$ cat config.mk
export PLATFORM = sky130hd
export DESIGN_NAME = fp_div_operand_prep
export DESIGN_NICKNAME = d
export VERILOG_FILES = /design/src/rtl/fp_div_operand_prep.sv
export SDC_FILE = /design/constraint.sdc
export NUM_CORES = 1
export LEC_CHECK = 0
export ABC_CLOCK_PERIOD_IN_PS = 10100
export CORE_UTILIZATION = 33
export DETAILED_ROUTE_END_ITERATION = 8
export PLACE_DENSITY = 0.55
export SETUP_SLACK_MARGIN = 0.02
export SLEW_MARGIN = 20
export SYNTH_ARGS = -nofsm -noshare
export SYNTH_HDL_FRONTEND = slang
export SYNTH_SLANG_ARGS = --single-unit
$ cat constraint.sdc
create_clock -name clk -period 10.1 [get_ports clk]
set_input_delay 2.02 -clock clk [delete_from_list [all_inputs] [get_ports clk]]
set_output_delay 2.02 -clock clk [all_outputs]
set_load 0.02 [all_outputs]
$ cat src/rtl/fp_div_operand_prep.sv
// FP32 divider operand-prep stage: classifies A/B pairs, resolves IEEE-754 special
// quotients and queues results in a DEPTH-entry FIFO. Optional DAZ via FP_PREP_DAZ_EN.
module fp_div_operand_prep #(
  parameter int unsigned DEPTH = 2
) (
  input  logic                     clk,
  input  logic                     rst,
  input  logic                     in_valid,
  output logic                     in_ready,
  input  logic [31:0]              in_a,
  input  logic [31:0]              in_b,
  output logic                     out_valid,
  input  logic                     out_ready,
  output logic [31:0]              out_a,
  output logic [31:0]              out_b,
  output logic [31:0]              out_special,
  output logic [3:0]               out_flags,
  output logic [$clog2(DEPTH):0]   count
);

  localparam int unsigned PW = $clog2(DEPTH);
  localparam int unsigned CW = PW + 1;

  localparam logic [31:0] QNAN = 32'h7FC0_0000;

  // Operand field decode
  logic        a_denorm_raw;
  logic        b_denorm_raw;
  logic [31:0] a_eff;
  logic [31:0] b_eff;

  assign a_denorm_raw = (in_a[30:23] == 8'd0) && (in_a[22:0] != 23'd0);
  assign b_denorm_raw = (in_b[30:23] == 8'd0) && (in_b[22:0] != 23'd0);

`ifdef FP_PREP_DAZ_EN
  assign a_eff = a_denorm_raw ? {in_a[31], 31'd0} : in_a;
  assign b_eff = b_denorm_raw ? {in_b[31], 31'd0} : in_b;
`else
  assign a_eff = in_a;
  assign b_eff = in_b;
`endif

  logic a_zero;
  logic a_inf;
  logic a_nan;
  logic b_zero;
  logic b_inf;
  logic b_nan;
  logic sign_q;

  assign a_zero = (a_eff[30:0] == 31'd0);
  assign a_inf  = (a_eff[30:23] == 8'hFF) && (a_eff[22:0] == 23'd0);
  assign a_nan  = (a_eff[30:23] == 8'hFF) && (a_eff[22:0] != 23'd0);
  assign b_zero = (b_eff[30:0] == 31'd0);
  assign b_inf  = (b_eff[30:23] == 8'hFF) && (b_eff[22:0] == 23'd0);
  assign b_nan  = (b_eff[30:23] == 8'hFF) && (b_eff[22:0] != 23'd0);
  assign sign_q = in_a[31] ^ in_b[31];

  // Special-case resolution, first match wins
  logic [31:0] cls_special;
  logic        cls_invalid;
  logic        cls_dbz;
  logic        cls_bypass;
  logic        cls_denorm;

  always_comb begin
    cls_special = '0;
    cls_invalid = 1'b0;
    cls_dbz     = 1'b0;
    cls_bypass  = 1'b0;
    cls_denorm  = a_denorm_raw | b_denorm_raw;
    if (a_nan || b_nan || (a_inf && b_inf) || (a_zero && b_zero)) begin
      cls_special = QNAN;
      cls_invalid = 1'b1;
      cls_bypass  = 1'b1;
    end else if (a_inf) begin
      cls_special = {sign_q, 8'hFF, 23'd0};
      cls_bypass  = 1'b1;
    end else if (b_zero) begin
      cls_special = {sign_q, 8'hFF, 23'd0};
      cls_dbz     = 1'b1;
      cls_bypass  = 1'b1;
    end else if (a_zero || b_inf) begin
      cls_special = {sign_q, 31'd0};
      cls_bypass  = 1'b1;
    end
  end

  // FIFO storage and control
  logic [31:0]   mem_a       [DEPTH];
  logic [31:0]   mem_b       [DEPTH];
  logic [31:0]   mem_special [DEPTH];
  logic [3:0]    mem_flags   [DEPTH];
  logic [PW-1:0] wr_ptr;
  logic [PW-1:0] rd_ptr;
  logic          push;
  logic          pop;

  assign in_ready  = !rst && (count != CW'(DEPTH));
  assign out_valid = (count != '0);
  assign push      = in_valid & in_ready;
  assign pop       = out_valid & out_ready;

  assign out_a       = mem_a[rd_ptr];
  assign out_b       = mem_b[rd_ptr];
  assign out_special = mem_special[rd_ptr];
  assign out_flags   = mem_flags[rd_ptr];

  always_ff @(posedge clk or posedge rst) begin
    if (rst) begin
      for (int unsigned i = 0; i < DEPTH; i++) begin
        mem_a[i]       <= '0;
        mem_b[i]       <= '0;
        mem_special[i] <= '0;
        mem_flags[i]   <= '0;
      end
    end else if (push) begin
      mem_a[wr_ptr]       <= a_eff;
      mem_b[wr_ptr]       <= b_eff;
      mem_special[wr_ptr] <= cls_special;
      mem_flags[wr_ptr]   <= {cls_invalid, cls_dbz, cls_denorm, cls_bypass};
    end
  end

  // Pointers are PW bits wide; DEPTH is a power of two so +1 wraps naturally
  always_ff @(posedge clk or posedge rst) begin
    if (rst) begin
      wr_ptr <= '0;
      rd_ptr <= '0;
      count  <= '0;
    end else begin
      if (push) wr_ptr <= wr_ptr + 1'b1;
      if (pop)  rd_ptr <= rd_ptr + 1'b1;
      if (push && !pop)      count <= count + 1'b1;
      else if (pop && !push) count <= count - 1'b1;
    end
  end

endmodule
==> flow_metrics.py, run 1 <==
metrics = {
    "status": {
        "status": "completed",
    },
    "clock_tree": {
        "cts_setup_buffers": 0,
        "clk_latency_ps": 410,
        "root_buffer": "clkbuf_16",
        "cts-buffers-inserted": 17,
        "cts_tree": "yes",
        "cts-resized-gates": 0,
        "clockBufferDepth": 2,
        "path_clk_slew_ps": 60,
        "htree_levels": 4,
        "postCtsHoldBufs": 0,
        "clock_sinks": 144,
    },
    "critical_path": {
        "crit_arrival_ps": 3370,
        "rrSetupSlack_ps": 7720,
        "r2r-start": "count[0]",
        "crit_required_ps": 8080,
        "endpoint_kind": "output pin",
        "r2r_end": "mem_flags[5]",
        "worstSetupPathType": "in2out",
        "reg2regPathDepth": 5,
        "path_max_fanout": 3,
        "critical_path.startpoint_type": "input port",
    },
    "floorplan": {
        "num_rows": 52,
        "core_um2": 20200,
        "die_w_um": 145,
        "io_pins": 172,
        "die_area_um2": 21100,
        "start_util_pct": 33.6,
        "die_height_um": 145,
    },
    "timing": {
        "hold_slack_ps": 468,
        "tightest_slew_ps": 1100,
        "skew_ps": 8.33,
        "fin_crit_ps": 5390,
        "setup_tns_ps": 0,
        "period_share_pct": 53.4,
        "slew_headroom_pct": 26.6,
        "fmax_mhz": 185,
        "rsz0062_at_grt": "no",
        "finalSetupViolCount": 0,
        "slew_violations": 0,
        "finalHoldViolCount": 0,
        "worst_slack_ps": 4710,
    },
    "pwr": {
        "power_density_nw_per_um2": 336,
        "power_leakage_uw": 0.00401,
        "vdd_drop_max_uv": 286,
    },
    "layout": {
        "finalNetCount": 812,
        "final_cell_area_um2": 8990,
        "num_antenna_cells": 0,
        "area_growth_pct": 32.7,
        "drive_gt1_share_pct": 24.5,
        "final_common_cell": "nand2_1",
        "final_cell_mix": "nand2_1, clkdlybuf4s50_1, dfrtp_1, mux2_2, conb_1",
    },
    "drt": {
        "post_drt_wl_per_cell_um": 16.2,
        "avgViaCountPerCell": 4.73,
        "wl_mm": 16.6,
        "drt_iter0_markers": 172,
        "ant_nets": 0,
        "firstDrtPassIters": 4,
        "vias": 4844,
        "drc": 0,
    },
    "placed_design": {
        "gp_congestion": 0.750,
        "hpwlAfterDp_mm": 10.4,
        "place_ws_ps": 4700,
        "placed_area_um2": 8330,
        "portBuffers": 149,
    },
    "hold_path": {
        "hold_class": "reg2reg",
        "worstHoldEndpoint": "mem_a[63]",
        "min_path_cells": 2,
        "holdCritStartpoint": "mem_a[63]",
    },
    "global_route": {
        "grt_max_degree": 87,
        "grt.total_usage_pct": 16.5,
        "grt_pass1_wl_mm": 27.1,
        "grt_antenna_before_repair": 0,
        "grt_pass1_vias": 5199,
        "grt_overflow": 0,
    },
    "synthesis": {
        "ys_seq_area_share_pct": 53.2,
        "synth-seq-cells": 144,
        "synthCells": 612,
        "syn_avg_cell_area_um2": 11.1,
        "syn-cell-area_um2": 6770,
        "synth_cell_types": 35,
        "yosysWarnings": 0,
    },
    "run": {
        "cap_violations": 0,
    },
}
## area by class of cell
class	count	area, um^2
clock buffers	18	439
clock inverters	13	210
fillers	1876	11200
inverters	3	16.3
multi-input cells	425	2860
flip-flops and latches	144	3610
well taps	270	338
repair buffers	152	1520
## cells in the mapped netlist (all sizes together)
| cell | number | share of area, % |
|---|---|---|
| a2111oi | 2 | 0.35 |
| a211oi | 2 | 0.41 |
| a21oi | 2 | 0.15 |
| a311oi | 1 | 0.22 |
| a32o | 3 | 0.44 |
| and2b | 1 | 0.11 |
| buf | 44 | 4.9 |
| clkbuf | 17 | 0.94 |
| conb | 1 | 0.055 |
| dfrtp | 144 | 53 |
| ha | 1 | 0.18 |
| inv | 3 | 0.17 |
| mux2 | 138 | 23 |
| nand2 | 203 | 11 |
| nand2b | 1 | 0.092 |
| nand4 | 6 | 0.55 |
| nor2 | 8 | 0.48 |
| nor3 | 3 | 0.30 |
| nor4 | 12 | 1.2 |
| o21a | 1 | 0.11 |
| o21ai | 6 | 0.44 |
| o22ai | 1 | 0.092 |
| o31a | 1 | 0.13 |
| or2 | 3 | 0.28 |
| or4 | 2 | 0.22 |
| xnor2 | 3 | 0.39 |
| xor2 | 3 | 0.39 |
## worst max path at each step
stage          startpoint        to  slack, ps  depth (start not counted)
2_1_floorplan         rst  count[0]       4210                          1
3_3_place_gp          rst  in_ready       4700                          3
3_5_place_dp          rst  in_ready       4700                          3
4_1_cts               rst  in_ready       4690                          3
5_1_grt               rst  in_ready       4670                          3
6_report              rst  in_ready       4710                          3
## where the power goes
part / total (uW) / internal, uW / switching [uW]
clock: 688 / 445 / 243
sequential: 1030 / 836 / 191
combinational: 1310 / 708 / 598
## critical path: stages
cell and delay [ps]:
clkdlybuf4s50_1 540, a21oi_1 190, clkdlybuf4s50_1 620
## layer usage
metal,global-route usage (%),routed length [um],up-vias
li1,-,-,2263
met1,19.6,7000,2418
met2,28.4,8430,139
met3,3.90,802,24
met4,6.74,342,0
met5,0,0,-
## metrics by stage
stage | instances | util [%] | total power, uW
floorplan | 633 | - | 1810
finish | 1025 | 44.6 | 3020
CTS | 1025 | 44.5 | 3060
detailed placement | 994 | 41.3 | 2360
global placement | 994 | 41.3 | 2320
global route | 1025 | 44.6 | 3200
## registers in the layout, summed over array words and instances (netlist names)
name         flops
wr_ptr           1
mem_special      6
mem_b           64
mem_flags        6
count            2
rd_ptr           1
mem_a           64
## cells by family (layout without fill, tap and decap cells)
group                    after synthesis  count (layout)  share of synthesized area (%)
buffers and inverters                 64             186                           6.02
AND/OR/NAND/NOR                      239             239                           14.5
multiplexers                         138             138                           22.9
other                                  1              22                         0.0554
XOR/XNOR                               6               6                          0.776
AO/OA/AOI/OAI                         19              19                           2.35
flip-flops                           144             144                           53.2
adder cells (fa/ha/maj)                1               1                          0.185
Power figures use the tool's default switching activity.
==> run 2, diff against run 1 <==
Settings changed: ABC_CLOCK_PERIOD_IN_PS 10100 to 5510.
Clock period 10.1 ns to 5.51 ns, I/O delays scaled along.
==> run 2 against run 1 <==
Non-clock buffer count is the same. Wire length is 0.84% higher. Combinational power up 82%. Global-route usage up 0.13 points. Register-to-register slack got worse by 4700 ps. Clock power up 74%. Cell area fell by 0.35%. Clock-buffer cell count did not move. Setup slack got worse by 3000 ps. Final cell count about the same. Worst hold slack better by 3.2 ps.
==> flow_metrics.py, run 2 (synthesis results as in run 1) <==
metrics = {
    "status": {
        "status": "completed",
    },
    "pwr": {
        "pwr-share-seq_pct": 34.5,
        "vdd_drop_max_uv": 487,
        "power_leakage_uw": 0.00399,
        "internal_power_uw": 3560,
        "pwr-share-comb_pct": 43.6,
        "switching_share_pct": 35.0,
        "p_clk_share_pct": 21.8,
        "p_sw_uw": 1910,
        "finalPower_uw": 5470,
        "power_density_nw_per_um2": 611,
    },
    "timing": {
        "worst_slack_ps": 1730,
        "setup_tns_ps": 0,
        "skew_ps": 8.72,
        "slew_violations": 0,
        "period_share_pct": 68.5,
        "finalHoldViolCount": 0,
        "fmax_mhz": 265,
        "slew_headroom_pct": 26.5,
        "tightest_slew_ps": 1100,
        "rsz0062_at_grt": "no",
        "finalSetupViolCount": 0,
        "fin_crit_ps": 3780,
    },
    "placed_design": {
        "gp_congestion": 0.744,
        "placed_cells": 994,
        "place_ws_ps": 1910,
        "portBuffers": 149,
        "hpwlAfterDp_mm": 10.7,
    },
    "floorplan": {
        "start_util_pct": 33.6,
        "die_height_um": 145,
        "die_area_um2": 21100,
        "die_w_um": 145,
        "core_um2": 20200,
        "io_pins": 172,
        "num_rows": 52,
    },
    "clock_tree": {
        "cts_tree": "yes",
        "clockBufferDepth": 2,
        "clk_latency_ps": 420,
        "postCtsHoldBufs": 0,
        "cts-resized-gates": 0,
        "cts-buffers-inserted": 17,
        "root_buffer": "clkbuf_16",
        "clock_sinks": 144,
        "cts_setup_buffers": 0,
        "path_clk_slew_ps": 60,
        "htree_levels": 4,
    },
    "global_route": {
        "grt_overflow": 0,
        "grt_pass1_wl_mm": 27.2,
        "grt.total_usage_pct": 16.6,
        "grt_antenna_before_repair": 0,
        "grt_pass1_vias": 5136,
        "grt_max_degree": 112,
    },
    "drt": {
        "drc": 0,
        "vias": 4814,
        "post_drt_wl_per_cell_um": 16.3,
        "firstDrtPassIters": 5,
        "wl_mm": 16.7,
        "ant_nets": 0,
        "drt_iter0_markers": 202,
        "avgViaCountPerCell": 4.69,
    },
    "critical_path": {
        "endpoint_kind": "output pin",
        "rrSetupSlack_ps": 3010,
        "crit_path_end": "out_special[29]",
        "reg2regPathDepth": 6,
        "r2r_end": "mem_a[51]",
        "crit_required_ps": 4410,
        "worstSetupPathType": "reg2out",
        "critical_path.startpoint_type": "flip-flop",
        "cp_slowest_cell": "dfrtp_4",
        "cp_slowest_stage_delay_ps": 1150,
        "path_max_fanout": 71,
        "crit_path_start": "rd_ptr",
        "cp.depth": 2,
        "critical_path.cell_chain": "mux2_2 > clkdlybuf4s50_1",
        "r2r-start": "count[0]",
        "crit_arrival_ps": 2670,
        "path_buf_inv": 1,
        "critical-path-top-delay-family": "flip-flops",
    },
    "layout": {
        "final_common_cell": "nand2_1",
        "num_antenna_cells": 0,
        "drive_gt1_share_pct": 24.6,
        "largest_registers": "mem_a (64), mem_b (64)",
        "finalNetCount": 812,
        "final-instance-count-excl-fill": 1026,
        "fillers": 1837,
        "regArea_um2": 3610,
        "final_cell_mix": "nand2_1, clkdlybuf4s50_1, dfrtp_1, mux2_2, conb_1",
        "area_growth_pct": 32.2,
        "final_core_util_pct": 44.4,
        "multiInputGateArea_um2": 2860,
    },
    "hold_path": {
        "hold_class": "reg2reg",
    },
    "run": {
        "cap_violations": 0,
    },
}
[run 2: power groups by stage]
stage	logic, uW	clock network (uW)	registers [uW]
global route	2560	1280	1960
detailed placement	2410	0	1910
finish	2390	1200	1890
floorplan	1600	0	1720
CTS	2420	1230	1890
global placement	2380	0	1860
[run 2: worst reg2reg max path: stages, from the launching register on]
cell	delay [ps]
dfrtp_1	430
inv_1	110
a211oi_4	450
and2b_2	690
buf_4	560
nand2_1	130
nand2_1	70
[run 2: cell type report]
type	instances	area share [%]
well taps	270	3.77
clock buffers	18	4.90
multi-input cells	425	31.9
clock inverters	14	2.01
flip-flops and latches	144	40.3
inverters	3	0.209
repair buffers	152	16.9
[run 2: metal layers]
layer / vias up / global-route usage (%) / share of wire (%)
met3: 22 / 3.99 / 4.4
met2: 122 / 27.9 / 50
met4: 0 / 7.05 / 2.0
met1: 2400 / 20.2 / 44
met5: - / 0 / 0
li1: 2270 / - / -
[run 2: metrics by stage]
stage | instance area (um^2) | hold WS (ps)
final | 8960 | 471
after global routing | 8960 | 498
after CTS | 8950 | 474
after detailed placement | 8330 | 459
after global placement | 8330 | 454
after floorplan | 6850 | 442
[run 2: worst min-delay path by stage]
stage                    from         to  slack [ps]  cells after the start
finish              mem_a[33]  mem_a[33]         470                      2
global placement    mem_a[41]  mem_a[41]         450                      2
floorplan           mem_a[32]  mem_a[32]         440                      2
detailed placement  mem_a[33]  mem_a[33]         460                      2
global route        mem_b[60]  mem_b[60]         500                      2
CTS                 mem_a[33]  mem_a[33]         470                      2
